### src/rtl/fetch_unit.sv
// Instruction fetch stage: PC, instruction-memory request, and the IF/ID holding register.
// Optional performance counters are built when FETCH_PERF_CNT_EN is defined.
module fetch_unit #(
   parameter logic [31:0] PC_INIT = 32'h0000_0000
) (
   input  logic        CLK,
   input  logic        RST,
   input  logic        ihit,
   input  logic [31:0] iload,
   output logic        iREN,
   output logic [31:0] iaddr,
   input  logic        stall,
   input  logic        redirect,
   input  logic [31:0] redirect_pc,
   input  logic        halt,
   output logic [31:0] imemload,
   output logic [31:0] npc,
   output logic        valid,
   output logic [31:0] fetch_count,
   output logic [31:0] stall_count
);

   typedef enum logic {FETCH, HALTED} state_t;

   state_t      state_q, state_d;
   logic [31:0] pc_q, pc_d;
   logic [31:0] imemload_q, imemload_d;
   logic [31:0] npc_q, npc_d;
   logic        valid_q, valid_d;
   logic        load_ev;
   logic        held;

   // Decode holding a live instruction it cannot accept yet
   assign held    = valid_q && stall;
   assign iREN    = (state_q == FETCH) && !held && !RST;
   assign iaddr   = pc_q;
   assign load_ev = ihit && iREN && !redirect && !halt;

   assign imemload = imemload_q;
   assign npc      = npc_q;
   assign valid    = valid_q;

   always_comb begin
      state_d    = state_q;
      pc_d       = pc_q;
      imemload_d = imemload_q;
      npc_d      = npc_q;
      valid_d    = valid_q;
      if (state_q == FETCH) begin
         if (halt && valid_q) begin
            state_d = HALTED;
            valid_d = 1'b0;
         end else if (redirect) begin
            pc_d    = redirect_pc;
            valid_d = 1'b0;
         end else if (load_ev) begin
            imemload_d = iload;
            npc_d      = pc_q + 32'd4;
            pc_d       = pc_q + 32'd4;
            valid_d    = 1'b1;
         end else if (!stall) begin
            valid_d = 1'b0;
         end
      end
   end

   always_ff @(posedge CLK or posedge RST) begin
      if (RST) begin
         state_q    <= FETCH;
         pc_q       <= PC_INIT;
         imemload_q <= 32'h0;
         npc_q      <= 32'h0;
         valid_q    <= 1'b0;
      end else begin
         state_q    <= state_d;
         pc_q       <= pc_d;
         imemload_q <= imemload_d;
         npc_q      <= npc_d;
         valid_q    <= valid_d;
      end
   end

`ifdef FETCH_PERF_CNT_EN
   logic [31:0] fetch_count_q, fetch_count_d;
   logic [31:0] stall_count_q, stall_count_d;

   // Both counters stop in HALTED: load_ev needs iREN and valid is already clear there
   always_comb begin
      fetch_count_d = fetch_count_q;
      stall_count_d = stall_count_q;
      if (load_ev)
         fetch_count_d = fetch_count_q + 32'd1;
      if ((state_q == FETCH) && held)
         stall_count_d = stall_count_q + 32'd1;
   end

   always_ff @(posedge CLK or posedge RST) begin
      if (RST) begin
         fetch_count_q <= 32'h0;
         stall_count_q <= 32'h0;
      end else begin
         fetch_count_q <= fetch_count_d;
         stall_count_q <= stall_count_d;
      end
   end

   assign fetch_count = fetch_count_q;
   assign stall_count = stall_count_q;
`else
   assign fetch_count = 32'h0;
   assign stall_count = 32'h0;
`endif

endmodule
### config.mk
export PLATFORM = sky130hd
export DESIGN_NAME = fetch_unit
export DESIGN_NICKNAME = d
export VERILOG_FILES = /design/src/rtl/fetch_unit.sv
export SDC_FILE = /design/constraint.sdc
export NUM_CORES = 1
export LEC_CHECK = 0
export ABC_AREA = 1
export BUFFER_PORTS_ARGS = -buffer_cell sky130_fd_sc_hd__buf_2
export CAP_MARGIN = 30
export CORE_MARGIN = 5
export CORE_UTILIZATION = 40
export CTS_CLUSTER_DIAMETER = 40
export DETAILED_ROUTE_END_ITERATION = 8
export PLACE_DENSITY = 0.8
export SLEW_MARGIN = 10
export SYNTH_ARGS = -nofsm -noshare
export SYNTH_HDL_FRONTEND = slang
export SYNTH_SLANG_ARGS = --single-unit
### constraint.sdc
create_clock -name CLK -period 5.2 [get_ports CLK]
set_input_delay 1.04 -clock CLK [delete_from_list [all_inputs] [get_ports CLK]]
set_output_delay 1.04 -clock CLK [all_outputs]
set_load 0.05 [all_outputs]
==> flow_summary.yaml <==
critical_path:
  crit_arrival_ps: 2120
  end_kind: "output pin"
  r2r-start: "valid$_DFFE_PP0P_"
  cp_num_buf_inv: 4
  worstSetupStartpointType: "input pin"
  critical_path.startpoint: "RST"
  slowest_stage: "inv_4"
  path_delay_family: "buffers and inverters"
  crit_chain: "buf_2 > inv_4 > nand3_1 > inv_1 > buf_2"
  crit_type: "input pin to output pin"
  required_ps: 4160
  worst_path_largest_cell_delay_ps: 430
  cpMostUsedCell: "buf_2"
  path_max_fanout: 49
cells_and_area:
  area_growth_pct: 19.1
  n_antenna_cell: 0
  nFillCells: 1340
  regArea_um2: 2450
  layout.nets: 961
  layout-drive-gt1-share_pct: 21.8
  multiInputGateArea_um2: 2340
clocking:
  cts_resized: 0
  cts.sinks: 98
  cts_hold_buf: 0
  htreeDepth: 3
  path_clk_slew_ps: 70
  clk_path_buf_depth: 2
  numCtsBuffers: 9
  cts_tree: "built"
  cts_root_buffer: "clkbuf_16"
  postCtsSetupBuffers: 0
  clk_latency_ps: 350
grt:
  met3_usage_pct: 5.84
  grt_pass1_vias: 4620
  antenna_found_initial: 0
  overflow: 0
  grtUsageMet1_pct: 23.7
  met2_usage_pct: 29.8
  grt_usage_pct: 18.1
  grt_pass1_wl_mm: 23.2
  grt_max_degree: 54
  gr-max-usage-layer: "met2"
floorplanning:
  die_h_um: 125
  placeableCoreArea_um2: 13100
  die_w_um: 125
  start_util_pct: 40.5
  ios: 232
  die_area_um2: 15700
  rows: 42
sta:
  setup_viol_count_final: 0
  maxSlewHeadroom_pct: 49.5
  hold_slack_ps: 475
  finalHoldViolCount: 0
  slew_viol_final: 0
  layout_worst_path_cycle_share_pct: 60.8
  min_period_ps: 3160
  rsz0062_at_grt: "false"
  worstMarginPinSlew_ps: 758
  fin_tns_setup_ps: 0
  fin_skew_ps: 10.5
  fmax_ghz: 0.316
detailed_routing:
  vias: 4971
  drc: 0
  post_drt_wl_per_cell_um: 13.6
  ant_nets: 0
  viasPerCell: 4.64
  drt_iter0_markers: 351
  first_pass_iters: 5
  routed_wl_mm: 14.6
logic_synthesis:
  yosysMostFrequentCell: "nand2_1"
  yosys_warnings: 0
  synth_seq_cells: 98
  synth_commonest_cells: "nand2_1 (305), nor2_1 (100), dfrtp_1 (98)"
  synthTopCellsByArea: "dfrtp_1 (46%), nand2_1 (21%), buf_4 (9.3%)"
  yosysTopAreaCell: "dfrtp_1"
  synth_cell_type_count: 24
  ys_seq_area_share_pct: 46.1
  syn_area_um2: 5330
  syn_inst: 734
  ys.flop_type: "dfrtp_1"
  yosysTopAreaCellShare_pct: 46.1
  synth-edff-count: 0
  avgSynthCellArea_um2: 7.25
  synthArstFlopShare_pct: 100
pwr:
  ir_worst_vdd_uv: 137
  p_per_area_nw_per_um2: 254
  p_leak_nw: 3.72
min_path:
  hp-class: "flip-flop to flip-flop"
  hp-start: "npc[21]$_DFFE_PP0P_"
placement:
  dp_hpwl_mm: 10.8
  numPortBuffers: 167
  place_congestion: 0.863
job:
  cap_violations: 0
run_status:
  status: "complete, no violations"
-- final timing paths --
check                                                end  slack, ps  depth (start not counted)
worst max-delay path                                iREN       2040                          5
worst min-delay path                 npc[21]$_DFFE_PP0P_        480                          2
worst max register to register     iaddr[13]$_DFFE_PP0P_       2850                          9
worst min register to register       npc[21]$_DFFE_PP0P_        480                          2
max in group asynchronous          iaddr[27]$_DFFE_PP0P_       3320                          3
min in group asynchronous       imemload[31]$_DFFE_PP0P_        760                          2
-- per-layer routing --
layer  wire length [µm]  share of wire (%)
met1               6270                 43
met2               7010                 48
met3               1200                8.2
met4                102               0.70
met5                  0                  0
-- logic make-up after synthesis --
family / Yosys count / share of synthesized area (%)
AOI/OAI and AO/OA: 47 / 4.93
xor gates and xnor gates: 7 / 1.15
adders and majority gates: 1 / 0.235
buffers and inverters: 129 / 14.5
DFF: 98 / 46.1
other: 1 / 0.0704
and+or+nand+nor: 451 / 33.1
-- cell type report --
cell class	count	area share [%]
clock buffer	10	3.61
clock inverter	6	1.14
inverter	40	2.41
multi-input combinational	570	36.9
sequential	98	38.7
tap	176	3.47
timing repair buffer	171	13.8
-- stage by stage --
step / cell area [µm²] / std cells / total power [W] / utilization, % / worst slack, ps
2_1_floorplan: 5560 / 797 / 0.000941 / - / 464
3_3_place_gp: 6020 / 1054 / 0.000939 / 45.8 / 1570
3_5_place_dp: 6020 / 1054 / 0.000939 / 45.8 / 1560
4_1_cts: 6320 / 1070 / 0.00162 / 48.1 / 1930
5_1_grt: 6340 / 1071 / 0.00166 / 48.3 / 1700
6_report: 6340 / 1071 / 0.00161 / 48.3 / 2040
-- power breakdown --
| group | leakage (nW) | internal (W) | switching [W] |
|---|---|---|---|
| clock network | 0.144 | 0.000379 | 0.000305 |
| logic | 2.28 | 0.0000251 | 0.000139 |
| registers | 1.30 | 0.000762 | 0 |
-- state kept, by name, summed over array words and instances (netlist names) --
signal and flops:
state_q 1, valid 1, iaddr 32, npc 32, imemload 32
-- cells in the final DEF, fill, tap and decap left out, types with 3 or more instances in the layout --
cell       instances
xor2_1             4
nand3_1           37
a31oi_1           14
xnor2_1            3
nor2_1           100
and2_1             3
buf_2            167
o211ai_1           3
o21ai_0           24
inv_2              3
clkbuf_16          9
inv_1             36
dfrtp_1           98
a21oi_1            4
buf_4              3
conb_1            64
nand2_1          305
-- tightest hold or removal path: stages, from the launching register on --
cell     delay, ps
dfrtp_1        340
nand2_1         50
nand2_1         50
No activity file was read; power rests on OpenSTA's default activity.
